### src/rtl/instr_fetch_unit.sv
// Instruction fetch stage. Holds a word PC and issues sequential reads to the
// instruction memory. Returned words go into a small prefetch FIFO, and decode
// drains that FIFO over a valid/ready handshake. A redirect flushes the FIFO and
// bumps an epoch bit, so responses that are already in flight get discarded.
module instr_fetch_unit #(
   parameter int DEPTH       = 4,
   parameter int MEM_LATENCY = 1,
   parameter int AW          = 11
) (
   input  logic                      i_clk,
   input  logic                      i_rst,
   input  logic [AW-1:0]             i_start_pc,
   output logic                      o_mem_rden,
   output logic [AW-1:0]             o_mem_addr,
   input  logic [31:0]               i_mem_rdata,
   output logic                      o_instr_valid,
   input  logic                      i_instr_ready,
   output logic [31:0]               o_instr,
   output logic [AW-1:0]             o_instr_pc,
   input  logic                      i_redirect_valid,
   input  logic [AW-1:0]             i_redirect_pc,
   output logic [$clog2(DEPTH):0]    o_fifo_count
);

   localparam int PW   = $clog2(DEPTH);
   localparam int CW   = PW + 1;
   localparam int LAST = MEM_LATENCY - 1;

   localparam logic [0:0] S_INIT  = 1'b0;
   localparam logic [0:0] S_FETCH = 1'b1;

   logic [0:0]    r_state;
   logic [AW-1:0] r_pc;
   logic          r_epoch;

   // Tracker stage k holds the request issued k+1 cycles ago.
   // The last stage lines up with the data that is on i_mem_rdata this cycle.
   logic          r_trk_valid [MEM_LATENCY];
   logic          r_trk_epoch [MEM_LATENCY];
   logic [AW-1:0] r_trk_pc    [MEM_LATENCY];

   logic [31:0]   r_fifo_data [DEPTH];
   logic [AW-1:0] r_fifo_pc   [DEPTH];
   logic [PW-1:0] r_wr_ptr;
   logic [PW-1:0] r_rd_ptr;
   logic [CW-1:0] r_count;

   logic [CW:0]   w_inflight;
   logic [CW:0]   w_occupancy;
   logic          w_issue;
   logic          w_write;
   logic          w_pop;
   logic [PW-1:0] w_head_idx;

   // Count the requests still owed a FIFO slot.
   // Stale-epoch requests are counted too, which keeps the FIFO from ever overflowing.
   always_comb begin
      w_inflight = '0;
      for (int k = 0; k < MEM_LATENCY; k++) begin
         w_inflight = w_inflight + {{CW{1'b0}}, r_trk_valid[k]};
      end
   end

   assign w_occupancy = {1'b0, r_count} + w_inflight;
   assign w_issue     = (r_state == S_FETCH) && !i_redirect_valid &&
                        (w_occupancy < (CW+1)'(DEPTH));
   assign w_write     = r_trk_valid[LAST] && (r_trk_epoch[LAST] == r_epoch) &&
                        !i_redirect_valid;
   assign w_pop       = (r_count != '0) && i_instr_ready && !i_redirect_valid;

   // FSM, PC and epoch. A redirect takes priority over a sequential advance.
   always_ff @(posedge i_clk or posedge i_rst) begin
      if (i_rst) begin
         r_state <= S_INIT;
         r_pc    <= '0;
         r_epoch <= 1'b0;
      end else begin
         if (i_redirect_valid) begin
            r_epoch <= ~r_epoch;
         end
         if (r_state == S_INIT) begin
            r_state <= S_FETCH;
            r_pc    <= i_start_pc;
         end else if (i_redirect_valid) begin
            r_pc <= i_redirect_pc;
         end else if (w_issue) begin
            r_pc <= r_pc + 1'b1;
         end
      end
   end

   // In-flight tracker: a shift register of {valid, epoch, pc}, one stage per cycle of memory latency.
   always_ff @(posedge i_clk or posedge i_rst) begin
      if (i_rst) begin
         for (int k = 0; k < MEM_LATENCY; k++) begin
            r_trk_valid[k] <= 1'b0;
            r_trk_epoch[k] <= 1'b0;
            r_trk_pc[k]    <= '0;
         end
      end else begin
         r_trk_valid[0] <= w_issue;
         r_trk_epoch[0] <= r_epoch;
         r_trk_pc[0]    <= r_pc;
         for (int k = 1; k < MEM_LATENCY; k++) begin
            r_trk_valid[k] <= r_trk_valid[k-1];
            r_trk_epoch[k] <= r_trk_epoch[k-1];
            r_trk_pc[k]    <= r_trk_pc[k-1];
         end
      end
   end

   // FIFO pointers and occupancy.
   // A flush moves the read pointer onto the write pointer, so the storage is left untouched.
   always_ff @(posedge i_clk or posedge i_rst) begin
      if (i_rst) begin
         r_wr_ptr <= '0;
         r_rd_ptr <= '0;
         r_count  <= '0;
      end else if (i_redirect_valid) begin
         r_rd_ptr <= r_wr_ptr;
         r_count  <= '0;
      end else begin
         if (w_write) r_wr_ptr <= r_wr_ptr + 1'b1;
         if (w_pop)   r_rd_ptr <= r_rd_ptr + 1'b1;
         case ({w_write, w_pop})
            2'b10:   r_count <= r_count + 1'b1;
            2'b01:   r_count <= r_count - 1'b1;
            default: r_count <= r_count;
         endcase
      end
   end

   // FIFO storage. It is cleared on reset so the head outputs read zero.
   always_ff @(posedge i_clk or posedge i_rst) begin
      if (i_rst) begin
         for (int k = 0; k < DEPTH; k++) begin
            r_fifo_data[k] <= '0;
            r_fifo_pc[k]   <= '0;
         end
      end else if (w_write) begin
         r_fifo_data[r_wr_ptr] <= i_mem_rdata;
         r_fifo_pc[r_wr_ptr]   <= r_trk_pc[LAST];
      end
   end

   // When the FIFO is empty, show the previously popped slot.
   // That slot cannot be overwritten while the FIFO stays empty, so the last head value holds.
   assign w_head_idx    = (r_count == '0) ? (r_rd_ptr - 1'b1) : r_rd_ptr;
   assign o_instr       = r_fifo_data[w_head_idx];
   assign o_instr_pc    = r_fifo_pc[w_head_idx];
   assign o_instr_valid = (r_count != '0);
   assign o_mem_rden    = w_issue;
   assign o_mem_addr    = r_pc;
   assign o_fifo_count  = r_count;

endmodule

### config.mk
export PLATFORM = sky130hd
export DESIGN_NAME = instr_fetch_unit
export DESIGN_NICKNAME = d
export VERILOG_FILES = /design/src/rtl/instr_fetch_unit.sv
export SDC_FILE = /design/constraint.sdc
export NUM_CORES = 1
export LEC_CHECK = 0
export CORE_ASPECT_RATIO = 0.5
export CORE_MARGIN = 3
export CORE_UTILIZATION = 58
export CTS_BUF_LIST = sky130_fd_sc_hd__clkbuf_16
export CTS_CLUSTER_SIZE = 16
export DETAILED_ROUTE_END_ITERATION = 6
export GPL_TIMING_DRIVEN = 0
export PLACE_DENSITY = 0.82
export SYNTH_ARGS = -nofsm -noshare
export SYNTH_HDL_FRONTEND = slang
export SYNTH_SLANG_ARGS = --single-unit
### constraint.sdc
create_clock -name i_clk -period 18.2 [get_ports i_clk]
set_clock_uncertainty 0.15 [all_clocks]
set_input_delay 3.64 -clock i_clk [delete_from_list [all_inputs] [get_ports i_clk]]
set_output_delay 3.64 -clock i_clk [all_outputs]
set_load 0.05 [all_outputs]
==> metrics.cfg, run 1 <==
[worst_setup_path]
reg2regPathDepth = 11
r2r-end = o_fifo_count[2]$_DFFE_PP0P_
cp_data_required_time_ps = 14410
crit_top_cell = clkdlybuf4s50_1
crit_slowest_cell = clkdlybuf4s50_1
critPathArrivalTime_ps = 5570
critPathLaunchType = input port
critPathKind = in -> out
path_max_fanout = 10
r2r-start = o_fifo_count[0]$_DFFE_PP0P_
regToRegSetupSlack_ps = 15010
critPathCaptureType = output pin
worstPathCellList = clkdlybuf4s50_1, clkbuf_1, nand2b_1, nor2_1, clkdlybuf4s50_1
critPathMaxStageDelay_ps = 830

[outcome]
status = finished, final reports clean

[cells_and_area]
drive_gt1_frac = 0.245
nets = 1060
layout_commonest_cell = dfrtp_1
syn_to_final_growth_pct = 20.4
final_cell_mix = 205 x dfrtp_1, 179 x mux2_2, 116 x clkdlybuf4s50_1
antenna_cells = 0

[yosys]
syn_nets = 922
ys_warn_count = 0
yosysSeqAreaShare = 0.517
async_flop_share = 1.00
syn-mean-instance-area_um2 = 11.6
synth_enable_flop_cells = 0
synth_cells = 858
synth-seq-cells = 205
syn_area_mm2 = 0.00993
synthDistinctLibCells = 53
yosys_most_used_dff = dfrtp_1

[route]
firstDrtPassIters = 6
antenna_left = 0
wl_per_cell_um = 20.0
totalWireLength_um = 24700
drt_iter0_markers = 538
routed_via_density = 6.07
vias = 7501
drc = 0

[placed_design]
routabilityCongestion = 0.823
portBuffers = 116
dp_hpwl_um = 16300

[clock_network]
cts_buffers = 19
cts_hold_buf = 0
clk_latency_ps = 490
post-cts-setup-buffer-count = 0
tritoncts = built
h-tree-depth = 1
cts_resized = 0
clockRootBuffer = clkbuf_16
clkTransAtPathRegs_ps = 60
clock_sinks = 205
clk_path_buf_depth = 3

[timing]
worst_pin_slew_ps = 856
maxSlewViolCount = 0
timing.final.crit_period_ps = 9360
tns_ps = 0
rsz0062_at_grt = no
relSlewSlack = 0.427
post-route-period-util = 0.514
hold_violations = 0
max_freq_mhz = 107
finalSetupViolations = 0

[global_route]
antenna_found_initial = 0
grt_use_met3 = 0.0391
grt_pass1_wl_um = 39800
top_usage_layer = met2
grt_max_degree = 124
track_usage = 0.262
grt_overflow_total = 0
grt_use_met2 = 0.433
grt_pass1_vias = 7681
use_met1 = 0.371

[floorplanning]
placementRows = 33
fp.coreArea_mm2 = 0.0166
die_h_um = 98.5
dieArea_mm2 = 0.0188
initial_core_util = 0.600
io_pins = 117
die_w_um = 191

[hold_path]
hp-class = reg -> reg
min_to = r_trk_epoch$_DFF_PP0_
hold_start = r_epoch$_DFFE_PP0P_
hold_depth = 0

[run]
drv_cap = 0

stage by stage:
stage	util	cell area [µm²]	hold WS (ps)	worst slack [ps]	instances
after floorplan	-	9930	295	8810	858
after global placement	0.687	11400	305	6480	1201
after detailed placement	0.689	11400	317	8850	1202
after CTS	0.722	12000	328	8850	1235
after global routing	0.722	12000	343	8700	1235
final	0.722	12000	341	8840	1235
state kept, by name, indices dropped and copies added, names as in the netlist, 2 cells and up:
name	cells
r_fifo_data	128
r_fifo_pc	44
o_mem_addr	11
r_trk_pc	11
o_fifo_count	3
r_rd_ptr	2
r_wr_ptr	2
critical path: cells and delay by family:
family	cells	cell delay (ps)
buffers and inverters	3	1490
and+or+nand+nor	2	440
routing by layer:
metal,up-vias,share of wire
met1,3821,0.44
met5,-,0
li1,3395,-
met3,37,0.057
met4,0,0.015
met2,248,0.49
worst max-delay path by stage:
stage	from	to	slack [ps]	depth (start not counted)
4_1_cts	i_redirect_valid	o_mem_rden	8850	5
2_1_floorplan	i_rst	o_fifo_count[0]$_DFFE_PP0P_	8810	1
3_3_place_gp	i_rst	r_fifo_data[20]$_DFFE_PP0P_	6480	2
6_report	i_redirect_valid	o_mem_rden	8840	5
5_1_grt	i_redirect_valid	o_mem_rden	8700	5
3_5_place_dp	i_redirect_valid	o_mem_rden	8850	5
final cells by class:
cell class,instances,area [µm²]
flip-flops and latches,205,5130
fillers,1180,4600
multi-input cells,583,4480
repair buffers,117,1190
clock buffers,19,475
well taps,227,284
plain buffers,57,272
clock inverters,14,68.8
inverters,13,56.3
cell families after synthesis:
family                   after synthesis  synth area share
multiplexers                         218             0.244
flip-flops                           205             0.517
AO/OA/AOI/OAI                        192             0.120
AND/OR/NAND/NOR                      155            0.0688
buffers and inverters                 70            0.0323
XOR/XNOR                              11           0.00970
adder cells (fa/ha/maj)                6           0.00832
other                                  1          0.000378
Yosys cell counts (2+ instances only):
cell type    n  area share
a211oi_1    31       0.023
a21oi_1     39       0.020
a221o_1      2      0.0020
a31oi_1      2      0.0013
and3_1       2      0.0013
buf_2       27       0.014
buf_4        2      0.0015
buf_6        2      0.0023
clkbuf_1    24      0.0091
dfrtp_1    205        0.52
ha_1         5      0.0063
inv_1       13      0.0049
mux2_2     179        0.20
mux2i_1     37       0.037
nand2_1     61       0.023
nand2b_1     2      0.0013
nand3_1     16      0.0081
nor2_1      54       0.020
nor3_1       6      0.0030
nor4b_1      2      0.0018
o21ai_0     51       0.026
o21ai_1     21       0.011
o221ai_1    19       0.017
o22a_1       2      0.0018
o22ai_1     13      0.0082
o31ai_1      2      0.0015
or3_1        4      0.0025
xnor2_1      6      0.0053
xor2_1       5      0.0044
Power of run 1 is not shown: default switching activity piles up to over one toggle a cycle in this logic, so the estimate is an artifact.
==> run 2: changes to the inputs <==
--- a/config.mk
+++ b/config.mk
@@ -7,12 +7,12 @@
 export LEC_CHECK = 0
 export CORE_ASPECT_RATIO = 0.5
 export CORE_MARGIN = 3
-export CORE_UTILIZATION = 58
+export CORE_UTILIZATION = 51
 export CTS_BUF_LIST = sky130_fd_sc_hd__clkbuf_16
 export CTS_CLUSTER_SIZE = 16
 export DETAILED_ROUTE_END_ITERATION = 6
 export GPL_TIMING_DRIVEN = 0
-export PLACE_DENSITY = 0.82
+export PLACE_DENSITY = 0.77
 export SYNTH_ARGS = -nofsm -noshare
 export SYNTH_HDL_FRONTEND = slang
 export SYNTH_SLANG_ARGS = --single-unit
==> constraint.sdc (replaced) <==
create_clock -name i_clk -period 7.77 [get_ports i_clk]
set_clock_uncertainty 0.15 [all_clocks]
set_input_delay 1.554 -clock i_clk [delete_from_list [all_inputs] [get_ports i_clk]]
set_output_delay 1.554 -clock i_clk [all_outputs]
set_load 0.05 [all_outputs]
==> metrics.cfg, run 2 (same netlist as run 1, synthesis figures left out) <==
[hold_path]
hp-class = reg -> reg

[outcome]
status = finished, final reports clean

[clock_network]
h-tree-depth = 1
clockRootBuffer = clkbuf_16
tritoncts = built
clk_path_buf_depth = 3
clk_latency_ps = 490
clock_sinks = 205
clkTransAtPathRegs_ps = 70
cts_hold_buf = 0
cts_buffers = 19
post-cts-setup-buffer-count = 0
cts_resized = 0

[timing]
post-route-period-util = 0.711
timing.final.crit_period_ps = 5520
relSlewSlack = 0.389
max_freq_mhz = 181
hold_ws_ps = 338
worst_pin_slew_ps = 914
setup_ws_ps = 2250
hold_violations = 0
maxSlewViolCount = 0
finalSetupViolations = 0
rsz0062_at_grt = no

[route]
wl_per_cell_um = 19.8
drc = 0
drt_iter0_markers = 651
vias = 7534
firstDrtPassIters = 4
routed_via_density = 5.97
antenna_left = 0
totalWireLength_um = 25100

[cells_and_area]
syn_to_final_growth_pct = 20.8
largest_reg_flops = 128
top_regs = r_fifo_data (128), r_fifo_pc (44)
final_cell_mix = 205 x dfrtp_1, 179 x mux2_2, 116 x clkdlybuf4s50_1
stdcell_count = 1263
largest-register = r_fifo_data
antenna_cells = 0
fin_util = 0.640
drive_gt1_frac = 0.245
nets = 1060
layout_commonest_cell = dfrtp_1

[worst_setup_path]
cp_data_required_time_ps = 6070
critPathKind = reg -> out
critPathCaptureType = output pin
path_max_fanout = 10
critPathArrivalTime_ps = 3820
critPathLaunchType = register

[floorplanning]
fp.coreArea_mm2 = 0.0187
die_w_um = 203
dieArea_mm2 = 0.0213
die_h_um = 105
initial_core_util = 0.530
io_pins = 117
placementRows = 35

[global_route]
antenna_found_initial = 0
grt_pass1_wl_um = 40100
grt_max_degree = 106
track_usage = 0.234
grt_pass1_vias = 7463
grt_overflow_total = 0

[placed_design]
post-place-ws_ps = 2610
routabilityCongestion = 0.836
placed_cells = 1234
dp_hpwl_um = 16600
portBuffers = 116

[run]
drv_cap = 0

==> run 2: stage by stage <==
stage | cell area, µm² | TNS (ps)
3_5_place_dp | 11500 | 0
3_3_place_gp | 11400 | -407660
4_1_cts | 12000 | 0
2_1_floorplan | 9930 | 0
6_report | 12000 | 0
5_1_grt | 12000 | 0
==> run 2: final timing paths <==
path                                             startpoint                           to  slack, ps  cells after the start
worst max register to register  o_fifo_count[0]$_DFFE_PP0P_  o_fifo_count[2]$_DFFE_PP0P_       4590                     11
worst max-delay path            o_fifo_count[0]$_DFFE_PP0P_                  o_instr[22]       2250                      8
worst min-delay path                    r_epoch$_DFFE_PP0P_        r_trk_epoch$_DFF_PP0_        340                      0
min in group asynchronous                             i_rst    o_mem_addr[1]$_DFFE_PP0P_       1420                      2
max in group asynchronous                             i_rst  r_fifo_data[88]$_DFFE_PP0P_       5020                      3
worst min register to register          r_epoch$_DFFE_PP0P_        r_trk_epoch$_DFF_PP0_        340                      0
==> run 2: per-layer routing <==
metal	up-vias	track usage	wire length (µm)
li1	3405	-	-
met1	3873	0.335	11400
met2	216	0.382	12000
met3	40	0.0333	1220
met4	0	0.0535	452
met5	-	0	0
==> run 2: critical path, cell delays in order (launching register included) <==
cell and delay (ps):
dfrtp_1 410, clkbuf_2 200, nor3_4 330, inv_1 170
nor2_2 490, clkbuf_1 530, a211oi_1 170, o21ai_1 180
clkdlybuf4s50_1 830
==> run 2: cell type report <==
cell class | count | area (µm²)
inverter | 13 | 56.3
tap | 259 | 324
timing repair buffer | 117 | 1190
sequential | 205 | 5130
clock buffer | 19 | 475
fill | 1489 | 6750
clock inverter | 10 | 71.3
multi-input combinational | 583 | 4480
buffer | 57 | 272
Power of run 2 is left out for the same reason.
==> run 3: changes to the inputs <==
--- a/config.mk
+++ b/config.mk
@@ -7,12 +7,12 @@
 export LEC_CHECK = 0
 export CORE_ASPECT_RATIO = 0.5
 export CORE_MARGIN = 3
-export CORE_UTILIZATION = 51
+export CORE_UTILIZATION = 56
 export CTS_BUF_LIST = sky130_fd_sc_hd__clkbuf_16
 export CTS_CLUSTER_SIZE = 16
 export DETAILED_ROUTE_END_ITERATION = 6
 export GPL_TIMING_DRIVEN = 0
-export PLACE_DENSITY = 0.77
+export PLACE_DENSITY = 0.8
 export SYNTH_ARGS = -nofsm -noshare
 export SYNTH_HDL_FRONTEND = slang
 export SYNTH_SLANG_ARGS = --single-unit
==> constraint.sdc (replaced) <==
create_clock -name i_clk -period 5.3 [get_ports i_clk]
set_clock_uncertainty 0.15 [all_clocks]
set_input_delay 1.06 -clock i_clk [delete_from_list [all_inputs] [get_ports i_clk]]
set_output_delay 1.06 -clock i_clk [all_outputs]
set_load 0.05 [all_outputs]
==> metrics.cfg, run 3 (same netlist as run 1, synthesis figures left out) <==
[placed_design]
portBuffers = 116
post-place-ws_ps = 826
dp_hpwl_um = 17100
routabilityCongestion = 0.822

[worst_setup_path]
reg2regPathDepth = 11
crit_slowest_cell = clkdlybuf4s50_1
critPathCaptureType = output pin
critPathArrivalTime_ps = 3820
r2r-end = o_fifo_count[2]$_DFFE_PP0P_
endpoint = o_instr[24]
cp.depth = 8
critPathKind = reg -> out
path_max_fanout = 10
path_buf_inv = 4
critPathTopFamily = buffers and inverters
cp_data_required_time_ps = 4090
startpoint = o_fifo_count[0]$_DFFE_PP0P_
critPathLaunchType = register
worstPathCellList = clkbuf_2, nor3_4, inv_1, nor2_2, clkbuf_1, a211oi_1, o21ai_1, clkdlybuf4s50_1
regToRegSetupSlack_ps = 2000
r2r-start = o_fifo_count[0]$_DFFE_PP0P_
critPathMaxStageDelay_ps = 840

[clock_network]
cts_resized = 0
h-tree-depth = 1
clkTransAtPathRegs_ps = 60
cts_hold_buf = 0
post-cts-setup-buffer-count = 0
tritoncts = built
clockRootBuffer = clkbuf_16
clock_sinks = 205
clk_path_buf_depth = 3
cts_buffers = 19
clk_latency_ps = 480

[timing]
relSlewSlack = 0.366
worst_pin_slew_ps = 947
maxSlewViolCount = 0
finalSetupViolations = 0
rsz0062_at_grt = no
timing.final.crit_period_ps = 5030
post-route-period-util = 0.950
hold_violations = 0
max_freq_mhz = 199
tns_ps = 0
setup_ws_ps = 267

[global_route]
grt_overflow_total = 0
grt_max_degree = 44
grt_pass1_vias = 7761
grt_pass1_wl_um = 39700
antenna_found_initial = 0
track_usage = 0.251

[cells_and_area]
largest_reg_flops = 128
drive_gt1_frac = 0.245
top_regs = r_fifo_data (128), r_fifo_pc (44)
nets = 1064
layout_commonest_cell = dfrtp_1
fin_util = 0.714
antenna_cells = 0
syn_to_final_growth_pct = 21.1
final_cell_mix = 205 x dfrtp_1, 179 x mux2_2, 116 x clkdlybuf4s50_1
largest-register = r_fifo_data

[hold_path]
hp-class = reg -> reg
hold_depth = 0

[route]
drt_iter0_markers = 501
wl_per_cell_um = 19.9
antenna_left = 0
vias = 7544
drc = 0
routed_via_density = 6.10
totalWireLength_um = 24700
firstDrtPassIters = 5

[floorplanning]
die_h_um = 100
dieArea_mm2 = 0.0195
die_w_um = 194
initial_core_util = 0.589
placementRows = 33
fp.coreArea_mm2 = 0.0168
io_pins = 117

[outcome]
status = finished, final reports clean

[run]
drv_cap = 0

[run 3: changes by cell type in the layout (fill, tap and decap cells not counted), sizes merged]
cell    delta
buf        +4
clkinv     -4
inv        +6
[run 3: how the worst min path moves through the flow]
stage / end / from
floorplan: r_trk_epoch$_DFF_PP0_ / r_epoch$_DFFE_PP0P_
global placement: r_trk_epoch$_DFF_PP0_ / r_epoch$_DFFE_PP0P_
detailed placement: r_trk_epoch$_DFF_PP0_ / r_epoch$_DFFE_PP0P_
CTS: r_trk_epoch$_DFF_PP0_ / r_epoch$_DFFE_PP0P_
global route: r_fifo_data[97]$_DFFE_PP0P_ / r_fifo_data[97]$_DFFE_PP0P_
finish: r_trk_epoch$_DFF_PP0_ / r_epoch$_DFFE_PP0P_
[run 3: final cells by class]
| cell class | instances | area, µm² |
|---|---|---|
| clock inverters | 12 | 72.6 |
| plain buffers | 57 | 272 |
| repair buffers | 121 | 1260 |
| flip-flops and latches | 205 | 5130 |
| well taps | 227 | 284 |
| multi-input cells | 583 | 4480 |
| inverters | 13 | 52.6 |
| fillers | 1204 | 4820 |
| clock buffers | 19 | 475 |
[run 3: through the flow]
| stage | instance area [µm²] | hold WS (ps) | instances |
|---|---|---|---|
| 2_1_floorplan | 9930 | 295 | 858 |
| 3_3_place_gp | 11400 | 311 | 1201 |
| 3_5_place_dp | 11500 | 329 | 1206 |
| 4_1_cts | 12000 | 344 | 1237 |
| 5_1_grt | 12000 | 362 | 1237 |
| 6_report | 12000 | 338 | 1237 |
[run 3: layer usage]
metal	wire [µm]	GRT usage	part of all wire	up-vias
met5	0	0	0	-
met4	330	0.0573	0.013	0
met3	1390	0.0426	0.057	40
met2	11900	0.426	0.48	249
met1	11100	0.346	0.45	3840
li1	-	-	-	3415
Power of run 3 is left out for the same reason.
